==> config.mk <==
export PLATFORM = sky130hd
export DESIGN_NAME = cumsum_excl_stream
export DESIGN_NICKNAME = d
export VERILOG_FILES = /design/src/rtl/cumsum_excl_stream.sv
export SDC_FILE = /design/constraint.sdc
export NUM_CORES = 1
export LEC_CHECK = 0
export ABC_CLOCK_PERIOD_IN_PS = 3200
export CAP_MARGIN = 0
export CORE_MARGIN = 8
export CORE_UTILIZATION = 45
export DETAILED_ROUTE_END_ITERATION = 7
export GPL_TIMING_DRIVEN = 0
export PLACE_DENSITY = 0.7
export SLEW_MARGIN = 25
export SYNTH_ARGS = -nofsm -noshare
export SYNTH_HDL_FRONTEND = slang
export SYNTH_SLANG_ARGS = --single-unit
==> constraint.sdc <==
create_clock -name clk -period 3.2 [get_ports clk]
set_input_delay 0.64 -clock clk [delete_from_list [all_inputs] [get_ports clk]]
set_output_delay 0.64 -clock clk [all_outputs]
set_load 0.03 [all_outputs]
==> src/rtl/cumsum_excl_stream.sv <==
// Streaming row-segmented prefix-sum engine: one element per cycle in, one
// exclusive or inclusive running sum per cycle out, with a single registered output stage.
module cumsum_excl_stream #(
    parameter int DATA_W  = 32,
    parameter int ROW_LEN = 16,
    parameter int IDX_W   = $clog2(ROW_LEN)
) (
    input  logic              clk,
    input  logic              rst,
    input  logic              in_valid,
    output logic              in_ready,
    input  logic [DATA_W-1:0] in_data,
    input  logic              in_last,
    input  logic              mode_incl,
    output logic              out_valid,
    input  logic              out_ready,
    output logic [DATA_W-1:0] out_data,
    output logic              out_last,
    output logic [IDX_W-1:0]  out_idx
);

    logic              out_valid_q, out_valid_d;
    logic [DATA_W-1:0] out_data_q,  out_data_d;
    logic              out_last_q,  out_last_d;
    logic [IDX_W-1:0]  out_idx_q,   out_idx_d;
    logic [DATA_W-1:0] acc_q,       acc_d;
    logic [IDX_W-1:0]  idx_q,       idx_d;
    logic              mode_q,      mode_d;

    logic              accept;
    logic              out_fire;
    logic              row_incl;
    logic              row_end;
    logic [DATA_W-1:0] sum;

    // The output register frees up in the same cycle it is drained, so no bubble.
    assign in_ready = !rst && (!out_valid_q || out_ready);
    assign accept   = in_valid && in_ready;
    assign out_fire = out_valid_q && out_ready;

    assign row_incl = (idx_q == '0) ? mode_incl : mode_q;
    assign sum      = acc_q + in_data;
    assign row_end  = in_last || (idx_q == IDX_W'(ROW_LEN - 1));

    always_comb begin
        // NOTE: every next-state value starts from its held value so no path infers a latch.
        out_valid_d = out_valid_q;
        out_data_d  = out_data_q;
        out_last_d  = out_last_q;
        out_idx_d   = out_idx_q;
        acc_d       = acc_q;
        idx_d       = idx_q;
        mode_d      = mode_q;
        if (accept) begin
            out_valid_d = 1'b1;
            out_data_d  = row_incl ? sum : acc_q;
            out_last_d  = row_end;
            out_idx_d   = idx_q;
            mode_d      = row_incl;
            if (row_end) begin
                acc_d = '0;
                idx_d = '0;
            end else begin
                acc_d = sum;
                idx_d = idx_q + IDX_W'(1);
            end
        end else if (out_fire) begin
            out_valid_d = 1'b0;
        end
    end

    always_ff @(posedge clk) begin
        // NOTE: non-blocking assignments keep every register sampling pre-edge values.
        if (rst) begin
            out_valid_q <= 1'b0;
            out_data_q  <= '0;
            out_last_q  <= 1'b0;
            out_idx_q   <= '0;
            acc_q       <= '0;
            idx_q       <= '0;
            mode_q      <= 1'b0;
        end else begin
            out_valid_q <= out_valid_d;
            out_data_q  <= out_data_d;
            out_last_q  <= out_last_d;
            out_idx_q   <= out_idx_d;
            acc_q       <= acc_d;
            idx_q       <= idx_d;
            mode_q      <= mode_d;
        end
    end

    assign out_valid = out_valid_q;
    assign out_data  = out_data_q;
    assign out_last  = out_last_q;
    assign out_idx   = out_idx_q;

endmodule

======== Word-level counts from Yosys, hierarchy flattened ========
Index checks and enable logic that the tools add are counted.
cells by class
  equality and inequality tests ........... 1
  divide/modulo/power cells ............... 0
  $add $sub $neg .......................... 2
  $mul .................................... 0
  reduce and logical (&&, ||, !) cells .... 9
  bitwise gates (word level) .............. 0
  mux-type cells .......................... 6
  shift-type cells ........................ 0
  order comparisons ....................... 0
operators with widths
  cell                 count
  $mux 32              2
  $add 32x32->32       1
  $add 4x1->4 const B  1
  $eq 4x4->1 const B   1
  $logic_not 4->1      1
  $mux 4               1
  $logic_and 1x1->1    3
  $mux 1               3
  $logic_not 1->1      2
  $logic_or 1x1->1     2
  $reduce_bool 2->1    1
word-level totals
  memories ................................ 0
  bits of input ports ..................... 38
  output and inout port bits .............. 39
  logic and storage cells ................. 25
  flip-flop bits (word level) ............. 75
  bits in latches ......................... 0
  memory bits (read-only) ................. 0
  bits in writable memories ............... 0

======== Depth between registers and ports, before layout ========
Gate-level depths: netlist of run 1.
  depth after elaboration ................. 5
  gate-level depth with buffers ........... 10
  depth with buffers taken out ............ 10

======== Worst setup path before layout of run 1 ========
OpenSTA, ideal clock, no wires.
  path type ............................... input to register
  start point ............................. in in_data[11]
  end point ............................... reg out_data_q[30] (netlist: out_data[30])
  data arrival time ....................... 2.816 ns
  stages on the path ...................... 10
  slack ................................... 0.304 ns
  path buffers ............................ 1
  library setup time ...................... 0.079 ns
  required time ........................... 3.121 ns
  cells stage by stage .................... ha_1 -> buf_6 -> a21o_1 -> a21o_1 -> a221o_1 -> or3b_4 -> and2_4 -> a21o_1 -> mux2_4 -> a211oi_2
between the ends
  word-level cells in the longest chain between the ends .. 2
ends and longest elaborated chain
  element               RTL line  text
  from (decl)           12        input logic [DATA_W-1:0] in_data,
  $add 32x32->32        42        assign sum = acc_q + in_data;
  $mux 32               56        out_data_d = row_incl ? sum : acc_q;
  to (signal assigned)  84        out_data_q <= out_data_d;
  to (decl)             23        logic [DATA_W-1:0] out_data_q, out_data_d;
Every way passes these cells.
A chain may end at the register's enable or synchronous reset.

======== Worst setup path in the final report of run 1 ========
Same ends and word-level chain as after synthesis.

==> results of run 1 <==
[through the flow]
| step | worst slack (ps) | utilization | power (uW) | hold WS, ps | TNS (ps) |
|---|---|---|---|---|---|
| floorplan | 304 | - | 1470 | 462 | 0 |
| global placement | -396 | 0.548 | 1700 | 443 | -12110 |
| detailed placement | -436 | 0.549 | 1710 | 447 | -5970 |
| CTS | 5.80 | 0.568 | 2430 | 459 | 0 |
| global route | 3.15 | 0.579 | 2560 | 485 | 0 |
| finish | 50.1 | 0.579 | 2460 | 456 | 0 |
[sequential cells by signal, summed over array words and instances (netlist names)]
register and flops:
out_last 1, mode_q 1, out_data 32, acc_q 32, out_valid 1, out_idx 4
idx_q 4
[metal layers]
| layer | GRT usage | routed length, um |
|---|---|---|
| met4 | 0.0616 | 210 |
| met5 | 0 | 0 |
| met3 | 0.0388 | 961 |
| met2 | 0.357 | 7230 |
| met1 | 0.273 | 6690 |
[worst reg2reg max path, stage by stage, from the launching register on]
cell	delay, ps
dfxtp_1	360
ha_1	340
a211oi_2	290
o211ai_1	190
a31oi_2	300
o21ai_4	130
a21o_1	200
and3_4	190
or4_1	460
a311oi_1	250
[area by class of cell]
type / count / area [um2]
flip-flops and latches: 75 / 1500
repair buffers: 78 / 773
clock buffers: 10 / 138
well taps: 136 / 170
fillers: 933 / 4280
plain buffers: 40 / 161
clock inverters: 4 / 51.3
multi-input cells: 465 / 3090
inverters: 5 / 18.8
[final timing paths]
check	from	endpoint	slack, ps	cells after the start
max	in_data[11]	out_data[30]	50	11
min	out_idx[0]	out_idx[0]	460	2
max reg2reg	acc_q[1]	out_data[31]	400	9
min reg2reg	out_idx[0]	out_idx[0]	460	2
[power by group through the flow]
stage | combinational [uW] | sequential, uW | clock, uW
finish | 685 | 1030 | 741
global route | 746 | 1040 | 775
CTS | 664 | 1030 | 738
detailed placement | 660 | 1050 | 0
global placement | 651 | 1050 | 0
floorplan | 364 | 1110 | 0
[timing repair]
action | CTS | global route
setup endpoints to repair | 4 | 16
setup buffers | 0 | 2
pin swaps | 0 | 6
resized for setup | 2 | 22
[layout by cell type (no fill, tap or decap), types with 10 or more instances in the layout]
cell,n
a311oi_1,19
clkdlybuf4s50_1,74
xnor2_1,15
ha_1,32
a22oi_1,20
nor3_1,11
clkbuf_1,35
xor2_1,11
nand2_1,74
nand3_1,12
dfxtp_1,75
a22o_1,10
nor2_1,75
a21o_1,17
a21oi_1,44
o21ai_0,14
clkbuf_8,10
[cells by family (layout without fill, tap and decap cells)]
group,Yosys count,in the layout,share of synthesized area
mux,9,9,0.0207
flops,75,75,0.322
fa+ha+maj,34,34,0.0929
simple gates,216,216,0.208
compound gates,180,180,0.267
buf+inv,46,137,0.0395
xor+xnor,26,26,0.0489
==> summary.md, run 1 <==
| Metric | Value |
|---|---|
| Status | `finished clean` |
| Slew Viols, Final | `0` |
| Cell variety after synth | `between 50 and 60` |
| RSZ-0062 raised after global routing | `false` |
| CTS root buf | `clkbuf_8` |
| Final Skew | `11.8 ps` |
| Max stage delay on crit path | `450 ps` |
| Iter 0 DRT Violations | `305` |
| Initial antenna violation count | `0` |
| Sequential Power Share | `0.420` |
| Final Wtd Congestion | `0.917` |
| Clock Sinks | `between 70 and 80` |
| Final WL | `15100 um` |
| Row cnt | `37` |
| Synth Flop Type | `dfxtp_1` |
| Post-layout min period | `3150 ps` |
| CP Class | `input port to flop` |
| Critical path buffers and inverters | `2` |
| VDD IR max | `0.000182 V` |
| Final Hold Viols | `0` |
| CTS H-tree depth | `3` |
| Placed insts | `798` |
| Critical Path Fanout Max | `7` |
| GRT Overall Usage | `0.213` |
| Sequential cell area fraction in the yosys report | `0.322` |
| Die Wd | `118 um` |
| Via count | `4772` |
| Mapped Avg Cell Area | `7.95 um2` |
| Worst Hold Class | `flop to flop` |
| Detailed-placement wirelength estimate | `11200 um` |
| Buffers on Ports | `75` |
| Net Count, Synth | `~660` |
| Hold_buf cts | `0` |
| DR WL/cell | `approximately 19 um` |
| Starting Density | `0.457` |
| First-pass GRT wire length | `24200 um` |
| Critical Path, Cell by Cell | `clkdlybuf4s50_1 -> ha_1 -> buf_6 -> a21o_1 -> a21o_1 -> a221o_1 -> or3b_4 -> and2_4 -> a21o_1 -> mux2_4 -> a211oi_2` |
| Slew HR | `0.554` |
| Critical path's top delay family | `compound AO/OA/AOI/OAI gates` |
| Final-report setup violation count | `0` |
| Post-synth top area share | `0.322` |
| Core ar. | `a little over 0.01 mm2` |
| Slowest CP cell | `or3b_4` |
| Cell Count, Final, Fillers Out | `813` |
| Ranking of synthesized cells by area | `dfxtp_1, ha_1, nor2_1` |
| Least-Margin Pin Slew | `between 600 and 700 ps` |
| Combinational share of power | `0.278` |
| Sw Share | `0.333` |
| Max Root-Sink Buffers | `2` |
| CTS Buf Count | `9` |
| TritonCTS clock tree | `built` |
| Clock slew at reported path FFs | `80 ps` |
| Async S/R FF share, synth | `0` |
| Fmax achieved | `0.317 GHz` |
| Post-synth top cells | `dfxtp_1, nor2_1, nand2_1, a21oi_1, clkbuf_1` |
| Die Y | `118 um` |
| Overflow left after global routing | `0` |
| Critical Path Start Type | `input port` |
| P_int | `1640 uW` |
| Sw power | `818 uW` |
| Tcrit/Tclk final | `0.984` |
| Worst skew pair latency | `approximately 350 ps` |
| Post-synth EDFFs | `0` |
| Req. time, crit path | `3470 ps` |
| Layout cells sized above 1 | `0.0768` |
| Seq cells post-synth | `75` |
| Largest net degree at the start of global routing | `13` |
| Clock Power Share | `0.301` |
| Lkg Pwr | `0.00235 uW` |
| Cell Area, Placed | `0.00559 mm2` |
| Finished Cell Area | `0.00590 mm2` |
| Worst EP arrival | `between 3000 and 4000 ps` |
| Vias in the first global route | `approximately 4.7k` |
| Remaining DRCs | `0` |
| I/O pins | `77` |
| CP dominant cell by count | `a21o_1` |
| Post-Synthesis Cell Area | `0.00466 mm2` |
| Drt pass-1 iters | `6` |
| ANT nets after route | `0` |
| Syn. warnings | `0` |
| Die area | `0.0139 mm2` |
| Area Growth Syn to Fin | `26.6%` |
| Pwr dens | `between 400 and 500 mW/mm2` |
| ANT cells | `0` |
| Leading area contributor after synthesis | `dfxtp_1` |
| Nets | `between 700 and 800` |
| Max Cap Violations | `0` |
| CP endpoint kind | `flop` |
| Via density | `5.87` |
| Post-Syn Instances | `roughly 590` |
No activity file was read; power rests on OpenSTA's default activity.
==> run 2: changes to the inputs <==
Settings changed: ABC_CLOCK_PERIOD_IN_PS 3200 to 2680, PLACE_DENSITY 0.7 to 0.73.
Clock period 3.2 ns to 2.68 ns, I/O delays scaled along.
==> run 2 against run 1 <==
  * The run now ends with negative setup slack left
  * Clock power grew 18%
  * Cell count grew 0.98%
  * Largest cell class unchanged
  * Non-clock buffer count up 8
  * Hold slack improved by 3.1 ps
  * Combinational power up 36%
  * Critical path depth is the same
  * Setup slack got worse by 68 ps
  * Highest routed layer unchanged
  * Cell area up 9.6%
  * Clock skew is essentially flat
  * First-iteration DRC count rose by 31%
  * Sequential power up 20%
  * Via count up 3.6%
==> summary.md, run 2 (synthesized netlist as in run 1, its figures left out) <==
| Metric | Value |
|---|---|
| Status | `finished, violations left` |
| Violated checks | `negative setup slack` |
| Detailed-placement wirelength estimate | `11700 um (+4.3%)` |
| Fmax achieved | `0.371 GHz` |
| Nets | `754 (+1.1%)` |
| PnR worst setup slack | `-18.3 ps (-68.4 ps)` |
| Via count | `4946 (+3.6%)` |
| Final WL | `16600 um (+10%)` |
| Starting Density | `0.457 (unchanged)` |
| Core ar. | `0.0102 mm2 (unchanged)` |
| Via density | `6.02 (+2.6%)` |
| Area Growth Syn to Fin | `38.8%` |
| TritonCTS clock tree | `built` |
| Commonest non-fill, non-tap cell in the layout | `nor2_1` |
| Remaining DRCs | `0 (unchanged)` |
| CP Class | `input port to flop` |
| First-pass GRT wire length | `26200 um (+8.5%)` |
| ANT cells | `0 (unchanged)` |
| I/O pins | `77 (unchanged)` |
| Final Hold Viols | `0 (unchanged)` |
| Max Root-Sink Buffers | `2 (unchanged)` |
| Layout cells sized above 1 | `0.177 (+0.0998)` |
| Clock slew at reported path FFs | `80 ps (about the same)` |
| Die Wd | `118 um (unchanged)` |
| Clock Sinks | `75 (unchanged)` |
| Worst skew pair latency | `360 ps (about the same)` |
| Pwr dens | `471 mW/mm2 (+13%)` |
| Least-Margin Pin Slew | `767 ps (+116 ps)` |
| Final Skew | `11.6 ps (-0.192 ps)` |
| Worst EP arrival | `2970 ps (-450 ps)` |
| Slew HR | `0.489 (-0.0651)` |
| ANT nets after route | `0 (unchanged)` |
| Req. time, crit path | `2950 ps (-520 ps)` |
| Drt pass-1 iters | `5 (-1)` |
| Worst Hold Class | `flop to flop` |
| RSZ-0062 raised after global routing | `true` |
| CTS H-tree depth | `3 (unchanged)` |
| CTS root buf | `clkbuf_8` |
| Buffers on Ports | `75 (unchanged)` |
| Row cnt | `37 (unchanged)` |
| Hold_buf cts | `0 (unchanged)` |
| Most frequent cells in the layout | `nor2_1, nand2_1, dfxtp_1` |
| Slew Viols, Final | `0 (unchanged)` |
| CTS Buf Count | `9 (unchanged)` |
| CP endpoint kind | `flop` |
| Max Cap Violations | `0 (unchanged)` |
| Die area | `0.0139 mm2 (unchanged)` |
| Cell Count, Final, Fillers Out | `821 (+0.98%)` |
| Critical Path Start Type | `input port` |
| DR WL/cell | `20.2 um (+9.0%)` |
| Fillers | `885 (-5.1%)` |
| GRT Overall Usage | `0.232 (+0.0195)` |
| Overflow left after global routing | `0 (unchanged)` |
| Critical Path, Cell by Cell | `dlygate4sd2_1 -> ha_4 -> a21oi_4 -> o211ai_1 -> buf_4 -> a31oi_4 -> o21ai_4 -> a21o_1 -> and3_4 -> or4_1 -> a311oi_1` |
| Hold_ws | `459 ps (+3.08 ps)` |
| VDD IR max | `0.000257 V (+41%)` |
| Tcrit/Tclk final | `1.01` |
| Iter 0 DRT Violations | `399 (+31%)` |
| Vias in the first global route | `4911 (+4.5%)` |
| Final Wtd Congestion | `0.978 (+6.6%)` |
| Slowest CP cell | `or4_1` |
| Die Y | `118 um (unchanged)` |
| Initial antenna violation count | `0 (unchanged)` |
| Post-layout min period | `2700 ps` |
| Critical Path Fanout Max | `5 (-2)` |
| Lkg Pwr | `0.00247 uW (+5.2%)` |
| Placed insts | `798 (unchanged)` |
| Max stage delay on crit path | `450 ps (about the same)` |
| Final-report setup violation count | `1 (+1)` |
| Largest net degree at the start of global routing | `12 (-1)` |
[run 2: changes by cell type in the layout (fill, tap and decap cells not counted), moves of 4 or more]
cell             change
ha_1                -28
ha_4                +25
clkdlybuf4s50_1     -21
buf_4               +16
dlygate4sd2_1       +14
a21oi_1              -9
clkbuf_1             -7
a21oi_4              +5
a21oi_2              +4
dfxtp_1              -4
[run 2: path summary, 6_finish.rpt]
kind,startpoint,to,slack [ps],cells past startpoint
setup / recovery,in_data[6],out_data[31],-20,11
hold / removal,out_data[22],out_data[22],460,2
setup reg to reg,acc_q[1],out_data[31],30,10
hold reg to reg,out_data[22],out_data[22],460,2
[run 2: timing repair]
action	CTS	global route
resized for setup	92	43
endpoints found under the setup margin	35	51
pin swaps	24	23
setup buffers	9	9
[run 2: power by group]
| part | leakage, uW | total (uW) | internal [uW] | switching (uW) |
|---|---|---|---|---|
| combinational | 0.00176 | 930 | 394 | 536 |
| sequential | 0.000616 | 1240 | 1180 | 57.1 |
| clock | 0.0000950 | 873 | 443 | 430 |
| total | 0.00247 | 3040 | 2020 | 1020 |
[run 2: area by class of cell]
type                    instances  area, um2  share of cell area
inverters                       5       18.8             0.00290
flip-flops and latches         75       1510               0.233
repair buffers                 94        866               0.134
multi-input cells             465       3580               0.554
well taps                     136        170              0.0263
clock buffers                  11        141              0.0219
plain buffers                  32        140              0.0217
clock inverters                 3       40.0             0.00619
[run 2: metal layers]
metal | share of wire | up-vias | track usage | wire, um
li1 | - | 2334 | - | -
met1 | 0.44 | 2379 | 0.294 | 7270
met2 | 0.48 | 194 | 0.382 | 7910
met3 | 0.064 | 39 | 0.0456 | 1060
met4 | 0.022 | 0 | 0.0873 | 373
met5 | 0 | - | 0 | 0
[run 2: critical path: cells and delay by family]
family | cells | cell delay, ps
fa+ha+maj | 1 | 290
simple gates | 2 | 630
compound gates | 6 | 1080
buf+inv | 2 | 430
[run 2: per-stage QoR]
stage	setup TNS (ps)	power (uW)	instance area [um2]	setup slack (ps)	util
floorplan	-0.766	1770	4710	-0.766	-
global placement	-43160	2050	5630	-1000	0.553
detailed placement	-22910	2060	5640	-820	0.554
CTS	-30.1	2990	6220	-30.1	0.610
global route	-263	3170	6470	-58.4	0.635
finish	-18.3	3040	6470	-18.3	0.635
==> run 3: changes to the inputs <==
Settings changed: CAP_MARGIN 0 to not set.
==> results of run 3 <==
Final layout, timing and power as in run 2 (identical DEF).
